<file path="src/rtl/bram_arbiter_if.sv">
// ============================================================================
// Module   : bram_arbiter_if
// Brief    : Requester, BRAM and status signals for the two-port BRAM arbiter.
// Revision : 1.0 - initial release
// ============================================================================
`default_nettype none

interface bram_arbiter_if #(
   parameter int DATA_WIDTH = 32,
   parameter int ADDR_WIDTH = 12
);
   logic                  i_req0;
   logic                  i_req1;
   logic [ADDR_WIDTH-1:0] i_addr0;
   logic [ADDR_WIDTH-1:0] i_addr1;
   logic                  i_write0;
   logic                  i_write1;
   logic [DATA_WIDTH-1:0] i_data0;
   logic [DATA_WIDTH-1:0] i_data1;
   logic                  o_gnt0;
   logic                  o_gnt1;
   logic                  o_rvalid0;
   logic                  o_rvalid1;
   logic [DATA_WIDTH-1:0] o_data0;
   logic [DATA_WIDTH-1:0] o_data1;
   logic [ADDR_WIDTH-1:0] o_bram_addr;
   logic [DATA_WIDTH-1:0] o_bram_data;
   logic                  o_bram_write;
   logic [DATA_WIDTH-1:0] i_bram_data;
   logic                  o_owner;
   logic                  o_busy;

   // Requesters plus the BRAM read-data return path
   modport master (
      output i_req0, i_req1, i_addr0, i_addr1, i_write0, i_write1,
             i_data0, i_data1, i_bram_data,
      input  o_gnt0, o_gnt1, o_rvalid0, o_rvalid1, o_data0, o_data1,
             o_bram_addr, o_bram_data, o_bram_write, o_owner, o_busy
   );

   modport slave (
      input  i_req0, i_req1, i_addr0, i_addr1, i_write0, i_write1,
             i_data0, i_data1, i_bram_data,
      output o_gnt0, o_gnt1, o_rvalid0, o_rvalid1, o_data0, o_data1,
             o_bram_addr, o_bram_data, o_bram_write, o_owner, o_busy
   );
endinterface

`default_nettype wire

</file>
<file path="src/rtl/bram_arbiter.sv">
// ============================================================================
// Module   : bram_arbiter
// Brief    : Round-robin, burst-capped arbiter sharing one single-port BRAM.
// Revision : 1.0 - initial release
// ============================================================================
`default_nettype none

module bram_arbiter #(
   parameter int DATA_WIDTH = 32,
   parameter int ADDR_WIDTH = 12,
   parameter int MAX_BURST  = 4
) (
   input  wire logic     i_clk,
   input  wire logic     i_rst,
   bram_arbiter_if.slave bus
);
   localparam int CNT_W = $clog2(MAX_BURST) + 1;
   localparam logic [CNT_W-1:0] c_max_burst = CNT_W'(MAX_BURST);
   localparam logic [CNT_W-1:0] c_one       = CNT_W'(1);

   typedef enum logic [1:0] {
      ST_IDLE = 2'd0,
      ST_OWN0 = 2'd1,
      ST_OWN1 = 2'd2
   } state_t;

   state_t           r_state;
   logic [CNT_W-1:0] r_cnt;
   logic             r_last;
   logic             r_owner;
   logic             r_rvalid0;
   logic             r_rvalid1;

   logic             w_own;
   logic             w_req_own;
   logic             w_req_oth;
   logic             w_win_valid;
   logic             w_win;
   state_t           w_next_state;
   logic [CNT_W-1:0] w_next_cnt;
   logic [ADDR_WIDTH-1:0] w_addr;
   logic [DATA_WIDTH-1:0] w_wdata;

   assign w_own     = (r_state == ST_OWN1);
   assign w_req_own = w_own ? bus.i_req1 : bus.i_req0;
   assign w_req_oth = w_own ? bus.i_req0 : bus.i_req1;

   always_comb begin
      w_win_valid  = 1'b0;
      w_win        = 1'b0;
      w_next_state = ST_IDLE;
      w_next_cnt   = '0;
      if (r_state == ST_IDLE) begin
         if (bus.i_req0 && bus.i_req1) begin
            w_win_valid = 1'b1;
            w_win       = ~r_last;
         end else if (bus.i_req0 || bus.i_req1) begin
            w_win_valid = 1'b1;
            w_win       = bus.i_req1;
         end
         if (w_win_valid) w_next_cnt = c_one;
      end else begin
         // Cap only bites when the other port is actually waiting
         if (w_req_own && (r_cnt < c_max_burst)) begin
            w_win_valid = 1'b1;
            w_win       = w_own;
            w_next_cnt  = r_cnt + c_one;
         end else if (w_req_oth) begin
            w_win_valid = 1'b1;
            w_win       = ~w_own;
            w_next_cnt  = c_one;
         end else if (w_req_own) begin
            w_win_valid = 1'b1;
            w_win       = w_own;
            w_next_cnt  = c_one;
         end
      end
      if (w_win_valid) w_next_state = w_win ? ST_OWN1 : ST_OWN0;
   end

   assign w_addr  = w_win ? bus.i_addr1 : bus.i_addr0;
   assign w_wdata = w_win ? bus.i_data1 : bus.i_data0;

   assign bus.o_gnt0       = w_win_valid & ~w_win;
   assign bus.o_gnt1       = w_win_valid &  w_win;
   assign bus.o_busy       = w_win_valid;
   assign bus.o_bram_addr  = w_addr;
   assign bus.o_bram_data  = w_wdata;
   assign bus.o_bram_write = w_win_valid & (w_win ? bus.i_write1 : bus.i_write0);
   assign bus.o_owner      = w_win_valid ? w_win : r_owner;
   assign bus.o_rvalid0    = r_rvalid0;
   assign bus.o_rvalid1    = r_rvalid1;
   assign bus.o_data0      = bus.i_bram_data;
   assign bus.o_data1      = bus.i_bram_data;

   // last resets to 1 so port 0 takes the first tie
   always_ff @(posedge i_clk or posedge i_rst) begin
      if (i_rst) begin
         r_state   <= ST_IDLE;
         r_cnt     <= '0;
         r_last    <= 1'b1;
         r_owner   <= 1'b0;
         r_rvalid0 <= 1'b0;
         r_rvalid1 <= 1'b0;
      end else begin
         r_state   <= w_next_state;
         r_cnt     <= w_next_cnt;
         r_rvalid0 <= bus.o_gnt0 & ~bus.i_write0;
         r_rvalid1 <= bus.o_gnt1 & ~bus.i_write1;
         if (w_win_valid) begin
            r_last  <= w_win;
            r_owner <= w_win;
         end
      end
   end
endmodule

`default_nettype wire
</file>
<file path="src/flat_wrapper.sv">
// flat-port wrapper written by rule: the top's interface ports become plain ports
module bram_arbiter_flat 
#(
   parameter int DATA_WIDTH = 32,
   parameter int ADDR_WIDTH = 12,
   parameter int MAX_BURST  = 4
)
  (i_clk, i_rst, bus_i_req0, bus_i_req1, bus_i_addr0, bus_i_addr1, bus_i_write0, bus_i_write1, bus_i_data0, bus_i_data1, bus_i_bram_data, bus_o_gnt0, bus_o_gnt1, bus_o_rvalid0, bus_o_rvalid1, bus_o_data0, bus_o_data1, bus_o_bram_addr, bus_o_bram_data, bus_o_bram_write, bus_o_owner, bus_o_busy);
  bram_arbiter_if #(.DATA_WIDTH(DATA_WIDTH), .ADDR_WIDTH(ADDR_WIDTH)) bus_i ();
  input  wire logic i_clk;
  input  wire logic i_rst;
  input wire logic [$bits(bus_i.i_req0)-1:0] bus_i_req0;
  input wire logic [$bits(bus_i.i_req1)-1:0] bus_i_req1;
  input wire logic [$bits(bus_i.i_addr0)-1:0] bus_i_addr0;
  input wire logic [$bits(bus_i.i_addr1)-1:0] bus_i_addr1;
  input wire logic [$bits(bus_i.i_write0)-1:0] bus_i_write0;
  input wire logic [$bits(bus_i.i_write1)-1:0] bus_i_write1;
  input wire logic [$bits(bus_i.i_data0)-1:0] bus_i_data0;
  input wire logic [$bits(bus_i.i_data1)-1:0] bus_i_data1;
  input wire logic [$bits(bus_i.i_bram_data)-1:0] bus_i_bram_data;
  output wire logic [$bits(bus_i.o_gnt0)-1:0] bus_o_gnt0;
  output wire logic [$bits(bus_i.o_gnt1)-1:0] bus_o_gnt1;
  output wire logic [$bits(bus_i.o_rvalid0)-1:0] bus_o_rvalid0;
  output wire logic [$bits(bus_i.o_rvalid1)-1:0] bus_o_rvalid1;
  output wire logic [$bits(bus_i.o_data0)-1:0] bus_o_data0;
  output wire logic [$bits(bus_i.o_data1)-1:0] bus_o_data1;
  output wire logic [$bits(bus_i.o_bram_addr)-1:0] bus_o_bram_addr;
  output wire logic [$bits(bus_i.o_bram_data)-1:0] bus_o_bram_data;
  output wire logic [$bits(bus_i.o_bram_write)-1:0] bus_o_bram_write;
  output wire logic [$bits(bus_i.o_owner)-1:0] bus_o_owner;
  output wire logic [$bits(bus_i.o_busy)-1:0] bus_o_busy;
  assign bus_i.i_req0 = bus_i_req0;
  assign bus_i.i_req1 = bus_i_req1;
  assign bus_i.i_addr0 = bus_i_addr0;
  assign bus_i.i_addr1 = bus_i_addr1;
  assign bus_i.i_write0 = bus_i_write0;
  assign bus_i.i_write1 = bus_i_write1;
  assign bus_i.i_data0 = bus_i_data0;
  assign bus_i.i_data1 = bus_i_data1;
  assign bus_i.i_bram_data = bus_i_bram_data;
  assign bus_o_gnt0 = bus_i.o_gnt0;
  assign bus_o_gnt1 = bus_i.o_gnt1;
  assign bus_o_rvalid0 = bus_i.o_rvalid0;
  assign bus_o_rvalid1 = bus_i.o_rvalid1;
  assign bus_o_data0 = bus_i.o_data0;
  assign bus_o_data1 = bus_i.o_data1;
  assign bus_o_bram_addr = bus_i.o_bram_addr;
  assign bus_o_bram_data = bus_i.o_bram_data;
  assign bus_o_bram_write = bus_i.o_bram_write;
  assign bus_o_owner = bus_i.o_owner;
  assign bus_o_busy = bus_i.o_busy;
  bram_arbiter #(.DATA_WIDTH(DATA_WIDTH), .ADDR_WIDTH(ADDR_WIDTH), .MAX_BURST(MAX_BURST)) u_core (.i_clk(i_clk), .i_rst(i_rst), .bus(bus_i));
endmodule
</file>
<file path="config.mk">
export PLATFORM = sky130hd
export DESIGN_NAME = bram_arbiter_flat
export DESIGN_NICKNAME = d
export VERILOG_FILES = /design/src/rtl/bram_arbiter_if.sv /design/src/rtl/bram_arbiter.sv /design/src/flat_wrapper.sv
export SDC_FILE = /design/constraint.sdc
export NUM_CORES = 1
export LEC_CHECK = 0
export CAP_MARGIN = 20
export CORE_AREA = 2 2 94 96
export CTS_CLUSTER_DIAMETER = 120
export DETAILED_ROUTE_END_ITERATION = 10
export DIE_AREA = 0 0 96 98
export DONT_BUFFER_PORTS = 1
export GPL_ROUTABILITY_DRIVEN = 0
export PLACE_DENSITY = 0.51
export SLEW_MARGIN = 20
export SYNTH_ARGS = -nofsm -noshare
export SYNTH_HDL_FRONTEND = slang
export SYNTH_SLANG_ARGS = --single-unit
</file>
<file path="constraint.sdc">
create_clock -name i_clk -period 3.9 [get_ports i_clk]
set_clock_uncertainty 0.15 [all_clocks]
set_input_delay 0.39 -clock i_clk [delete_from_list [all_inputs] [get_ports i_clk]]
set_output_delay 0.39 -clock i_clk [all_outputs]
set_load 0.01 [all_outputs]
</file>
Word-level counts from Yosys, hierarchy flattened
Cells that the tools add are included.
{"block": "classes", "shift": 0, "bitwise": 10, "n_mux": 26, "reduce_logical": 4, "eq_ne": 1, "multipliers": 0, "n_addsub": 1, "n_div": 0, "magnitude_cmp": 1}
{"op": "32-bit 2-to-1 mux", "n": 1}
{"op": "1-bit 2-to-1 mux", "n": 19}
{"op": "12-bit 2-to-1 mux", "n": 1}
{"op": "3-bit 2-to-1 mux", "n": 3}
{"op": "1-bit bitwise AND", "n": 5}
{"op": "1-bit inverter", "n": 5}
{"op": "2-bit 2-to-1 mux", "n": 2}
{"op": "3-bit by 1-bit adder with 3-bit output (second input constant)", "n": 1}
{"op": "3-bit < comparator (second input constant)", "n": 1}
{"op": "2-bit equality test (second input constant)", "n": 1}
{"op": "1-bit logical AND", "n": 2}
{"op": "2-bit zero test", "n": 1}
{"op": "1-bit logical OR", "n": 1}
{"block": "totals", "mem_count": 0, "elab_cells": 49, "romBits": 0, "in_bits": 126, "latch_bits": 0, "ram_bits": 0, "reg_bits": 9}

Depth between registers and ports, before layout
{"block": "depth", "word_depth": 9, "mapped_depth": 5, "mapped_depth_nobuf": 3}

Least setup slack after synthesis
No wires, ideal clock.
{"block": "synth_path", "kind": "register -> output", "startpoint": "register u_core.r_state[1]", "endpoint": "output bus_o_bram_addr[0]", "setup_slack_ns": 2.038, "arrival_time_ns": 1.322, "path_stages_with_launch": 5, "n_path_buf": 1, "path_cell_list": "dfrtp_1 > mux2_4 > o22ai_4 > buf_6 > a221o_1"}
{"block": "synth_via", "elab_chain_len": 7}
{"element": "start: declaration", "line_no": "bram_arbiter.sv:27", "rtl": "state_t r_state;"}
{"element": "start signal: assignment", "line_no": "bram_arbiter.sv:106", "rtl": "r_state <= w_next_state;"}
{"element": "2-bit equality test", "line_no": "bram_arbiter.sv:44", "rtl": "assign w_own = (r_state == ST_OWN1);"}
{"element": "1-bit 2-to-1 mux", "line_no": "bram_arbiter.sv:45", "rtl": "assign w_req_own = w_own ? bus.i_req1 : bus.i_req0;"}
{"element": "1-bit 2-to-1 mux", "line_no": "bram_arbiter.sv:72", "rtl": "end else if (w_req_own) begin"}
{"element": "1-bit 2-to-1 mux", "line_no": "bram_arbiter.sv:68", "rtl": "end else if (w_req_oth) begin"}
{"element": "1-bit 2-to-1 mux", "line_no": "bram_arbiter.sv:64", "rtl": "if (w_req_own && (r_cnt < c_max_burst)) begin"}
{"element": "1-bit 2-to-1 mux (*)", "line_no": "bram_arbiter.sv:53", "rtl": "if (r_state == ST_IDLE) begin"}
{"element": "12-bit 2-to-1 mux (*)", "line_no": "bram_arbiter.sv:81", "rtl": "assign w_addr = w_win ? bus.i_addr1 : bus.i_addr0;"}
{"element": "end: declaration", "line_no": "flat_wrapper.sv:27", "rtl": "output wire logic [$bits(bus_i.o_bram_addr)-1:0] bus_o_bram_addr;"}
Mark *: on every way between the ends. The rest lies on a longest branch, timed or not.

Worst setup path after layout
{"block": "layout_path", "startpoint": "register u_core.r_cnt[2]", "endpoint": "output bus_o_bram_data[30]"}
{"block": "layout_via", "elab_chain_len": 5}
{"element": "start: declaration", "line_no": "bram_arbiter.sv:28", "rtl": "logic [CNT_W-1:0] r_cnt;"}
{"element": "start signal: assignment", "line_no": "bram_arbiter.sv:107", "rtl": "r_cnt <= w_next_cnt;"}
{"element": "3-bit < comparator", "line_no": "bram_arbiter.sv:64"}
{"element": "1-bit logical AND", "line_no": "bram_arbiter.sv:64"}
{"element": "1-bit 2-to-1 mux", "line_no": "bram_arbiter.sv:64"}
{"element": "1-bit 2-to-1 mux", "line_no": "bram_arbiter.sv:53"}
{"element": "32-bit 2-to-1 mux", "line_no": "bram_arbiter.sv:82", "rtl": "assign w_wdata = w_win ? bus.i_data1 : bus.i_data0;"}
{"element": "end: declaration", "line_no": "flat_wrapper.sv:28", "rtl": "output wire logic [$bits(bus_i.o_bram_data)-1:0] bus_o_bram_data;"}
Every way passes these cells.

==> metrics <==
Required @ worst endpoint 3360 ps; Max Fclk 327 MHz; vias per cell 6.23; largest family of logic cells by synthesized area compound AO/OA/AOI/OAI gates; H-tree lvl count 1; Setup Viol. Count Final 0; Post-Layout Inst Area 2020 µm²; fin crit period 3050 ps; Max clock buf depth 2; Simple-Gate Fraction of Synth Area 0.261; crit-path max FO 42; first-pass GRT wire length 9070 µm; grt met2 use 0.206; CP Capture Type primary output; Post-Synth Adder-Cell Area 0.00504; Max-slew headroom 0.392; reg2reg start u_core.r_state[0]; Syn Nets 447; Post-Syn Area 2480 µm²; Leakage 0.574 nW; CP max stage delay 690 ps; FP Rows 34; Iter 0 DRT Violations 109; busiest grt layer met2; CP Class flip-flop to primary output; Placement Setup Slack 1040 ps; worst r2r path cells 3; total track usage 0.116; Distinct cells, synth 30; Yosys warnings 0; WHS Path Cells 1; GR Overflow Total 0; Post-Synth XOR/XNOR Area 0; PD cells 221 nW/µm²; DIE AREA 9410 µm²; vias post-DR 2105; Num CTS Buffers 3; status finished, final reports clean; GRT met3 Usage 0.0309; DP HPWL 4280 µm; mux share of post-synthesis cell area 0.0101; Mean Syn Cell Area 7.76 µm²; met1 global-route usage 0.137; Slowest-stage cell, CP o22ai_4; antenna diode count 0; Die W 96 µm; Arr. time, crit path 2510 ps; Yosys reg bits 9; top-level I/O count 241; Slew Limit Fails 0; startpoint types flip-flop; Remaining DRCs 0; final setup TNS 0 ps; Synth Area in Compound Gates 0.353; Clock Sinks 9; r2r endpoint u_core.r_state[0]; post_cts resized 0; Max Cap Viol 0; Die H 98 µm; Detail Route Antenna Nets 0; CTS tree built; First-pass DRT Iterations 4; maximum vdd drop 211 µV; Worst-path clk slew 50 ps; antenna violations before repair 0; placed instance area 1970 µm²; Synth Instances 320; final hold viol count 0; Fillers 923; Hold/Removal Path Class primary input to flip-flop; count of buffers from port buffering 0; starting density of the core 0.293; CTS root buffer clkbuf_8; Slew @ Worst Pin 912 ps; min-delay src bus_i_write1; critical-path cell list mux2_4, o22ai_4, buf_4, a221o_1; clk_lat worst skew 240 ps; Floorplan Core Area 8470 µm²; Final Cycle Share 0.783; total wire length 6280 µm; number of global-route vias before repair 1902; Area Overhead vs Synth -18.4%; Final Worst Setup Slack 845 ps; Seq/Total Area, Yosys 0.0912; Hold Path End u_core.bus.o_rvalid1; largest net degree at the start of global routing 56; R2R Setup Slk 1780 ps; DR WL/cell 18.6 µm; share of layout cells above drive strength 1 0.0652; RSZ-0062 raised after global routing no; Layout Nets 358
-- metal layers --
layer	up-vias	routed length, µm	share of wire
li1	969	-	-
met4	0	73	0.012
met5	-	0	0
met1	1024	2590	0.41
met2	101	3050	0.49
met3	11	570	0.091
-- Yosys cell counts, drive strengths merged --
cell type | number | share of area
dfstp | 1 | 0.011
dfrtp | 8 | 0.081
o21ai | 4 | 0.0096
buf | 84 | 0.25
a21boi | 46 | 0.14
mux2 | 1 | 0.0060
nor3 | 1 | 0.0020
nand2b | 5 | 0.014
a221o | 45 | 0.18
o211a | 1 | 0.0040
ha | 1 | 0.0050
or2 | 1 | 0.0025
a21oi | 4 | 0.0081
nand3b | 45 | 0.14
clkbuf | 15 | 0.023
nand2 | 4 | 0.0060
o22ai | 1 | 0.0081
nor2 | 1 | 0.0015
and2 | 2 | 0.0050
o211ai | 1 | 0.0030
mux2i | 1 | 0.0040
inv | 2 | 0.0030
nor3b | 1 | 0.0030
nand3 | 45 | 0.091
-- through the flow --
stage | utilization | hold slack [ps] | std cells | total power, W
2_1_floorplan | - | 67.2 | 320 | 0.000402
3_3_place_gp | 0.233 | 114 | 333 | 0.000335
3_5_place_dp | 0.233 | 112 | 333 | 0.000340
4_1_cts | 0.239 | 64.4 | 338 | 0.000454
5_1_grt | 0.239 | 60.4 | 338 | 0.000481
6_report | 0.239 | 69.6 | 338 | 0.000448
-- cells in the final DEF, fill, tap and decap left out --
| master | synthesis | routed |
|---|---|---|
| a21boi_0 | 46 | 46 |
| nand3_1 | 45 | 45 |
| nand3b_1 | 45 | 45 |
| a221o_1 | 45 | 45 |
| dfrtp_1 | 8 | 7 |
| nand2b_1 | 4 | 4 |
| nand2_1 | 4 | 4 |
| a21oi_1 | 4 | 4 |
| buf_4 | 65 | 4 |
| o21ai_0 | 3 | 3 |
| clkbuf_8 | 0 | 3 |
| and2_1 | 2 | 2 |
| inv_2 | 1 | 1 |
| mux2_4 | 1 | 1 |
| nand2b_2 | 1 | 1 |
| o22ai_4 | 1 | 1 |
| mux2i_1 | 1 | 1 |
| o21ai_4 | 0 | 1 |
| or2_2 | 1 | 1 |
| o211a_1 | 1 | 1 |
| nor2_1 | 1 | 1 |
| o211ai_1 | 1 | 1 |
| nor3b_1 | 1 | 1 |
| nor3_1 | 1 | 1 |
| inv_1 | 1 | 1 |
| ha_1 | 1 | 1 |
| clkbuf_1 | 15 | 1 |
| dlygate4sd3_1 | 0 | 1 |
| dfrtp_2 | 0 | 1 |
| dfstp_2 | 1 | 1 |
-- flip-flops by register name (all words and copies together), names as in the netlist --
register	cells
u_core.bus.o_rvalid1	1
u_core.r_owner	1
u_core.r_last	1
u_core.r_cnt	3
u_core.bus.o_rvalid0	1
u_core.r_state	2
-- cell type report --
class                           instances  area, µm²  area share
Timing Repair Buffer                    5       40.0      0.0198
Clock buffer                            4       45.0      0.0222
Multi-Input combinational cell        210       1570       0.775
Tap cell                              108        135      0.0667
Inverter                                2       7.51     0.00371
Sequential cell                         9        228       0.112
-- where the power goes --
part	internal [W]	switching, W	leakage (nW)
combinational	0.0000978	0.000122	0.441
clock	0.0000714	0.0000389	0.0228
sequential	0.000103	0.0000147	0.110
total	0.000272	0.000175	0.574
-- worst max-delay path: cells and delay by family (launching register included) --
| kind | cells | cell delay [ps] |
|---|---|---|
| buf+inv | 1 | 340 |
| flops | 1 | 620 |
| compound gates | 2 | 930 |
| mux | 1 | 390 |
-- cell families after synthesis --
family | Yosys count
mux | 2
simple gates | 105
fa+ha+maj | 1
compound gates | 102
flops | 9
buf+inv | 101
-- repair_timing --
action	CTS	global route
buffers inserted	0	0
hold buffers	1	0
endpoints found under the hold margin	8	0
-- worst max path at each step --
stage | from | end | slack [ps]
finish | u_core.r_cnt[2] | bus_o_bram_data[30] | 850
global route | u_core.r_cnt[2] | bus_o_bram_data[30] | 620
CTS | u_core.r_cnt[2] | bus_o_bram_data[30] | 780
detailed placement | u_core.r_cnt[2] | bus_o_bram_data[30] | 1040
global placement | u_core.r_cnt[2] | bus_o_bram_data[29] | 1150
floorplan | u_core.r_state[1] | bus_o_bram_addr[0] | 2040
Note: power is estimated with default switching activity, not from simulation.
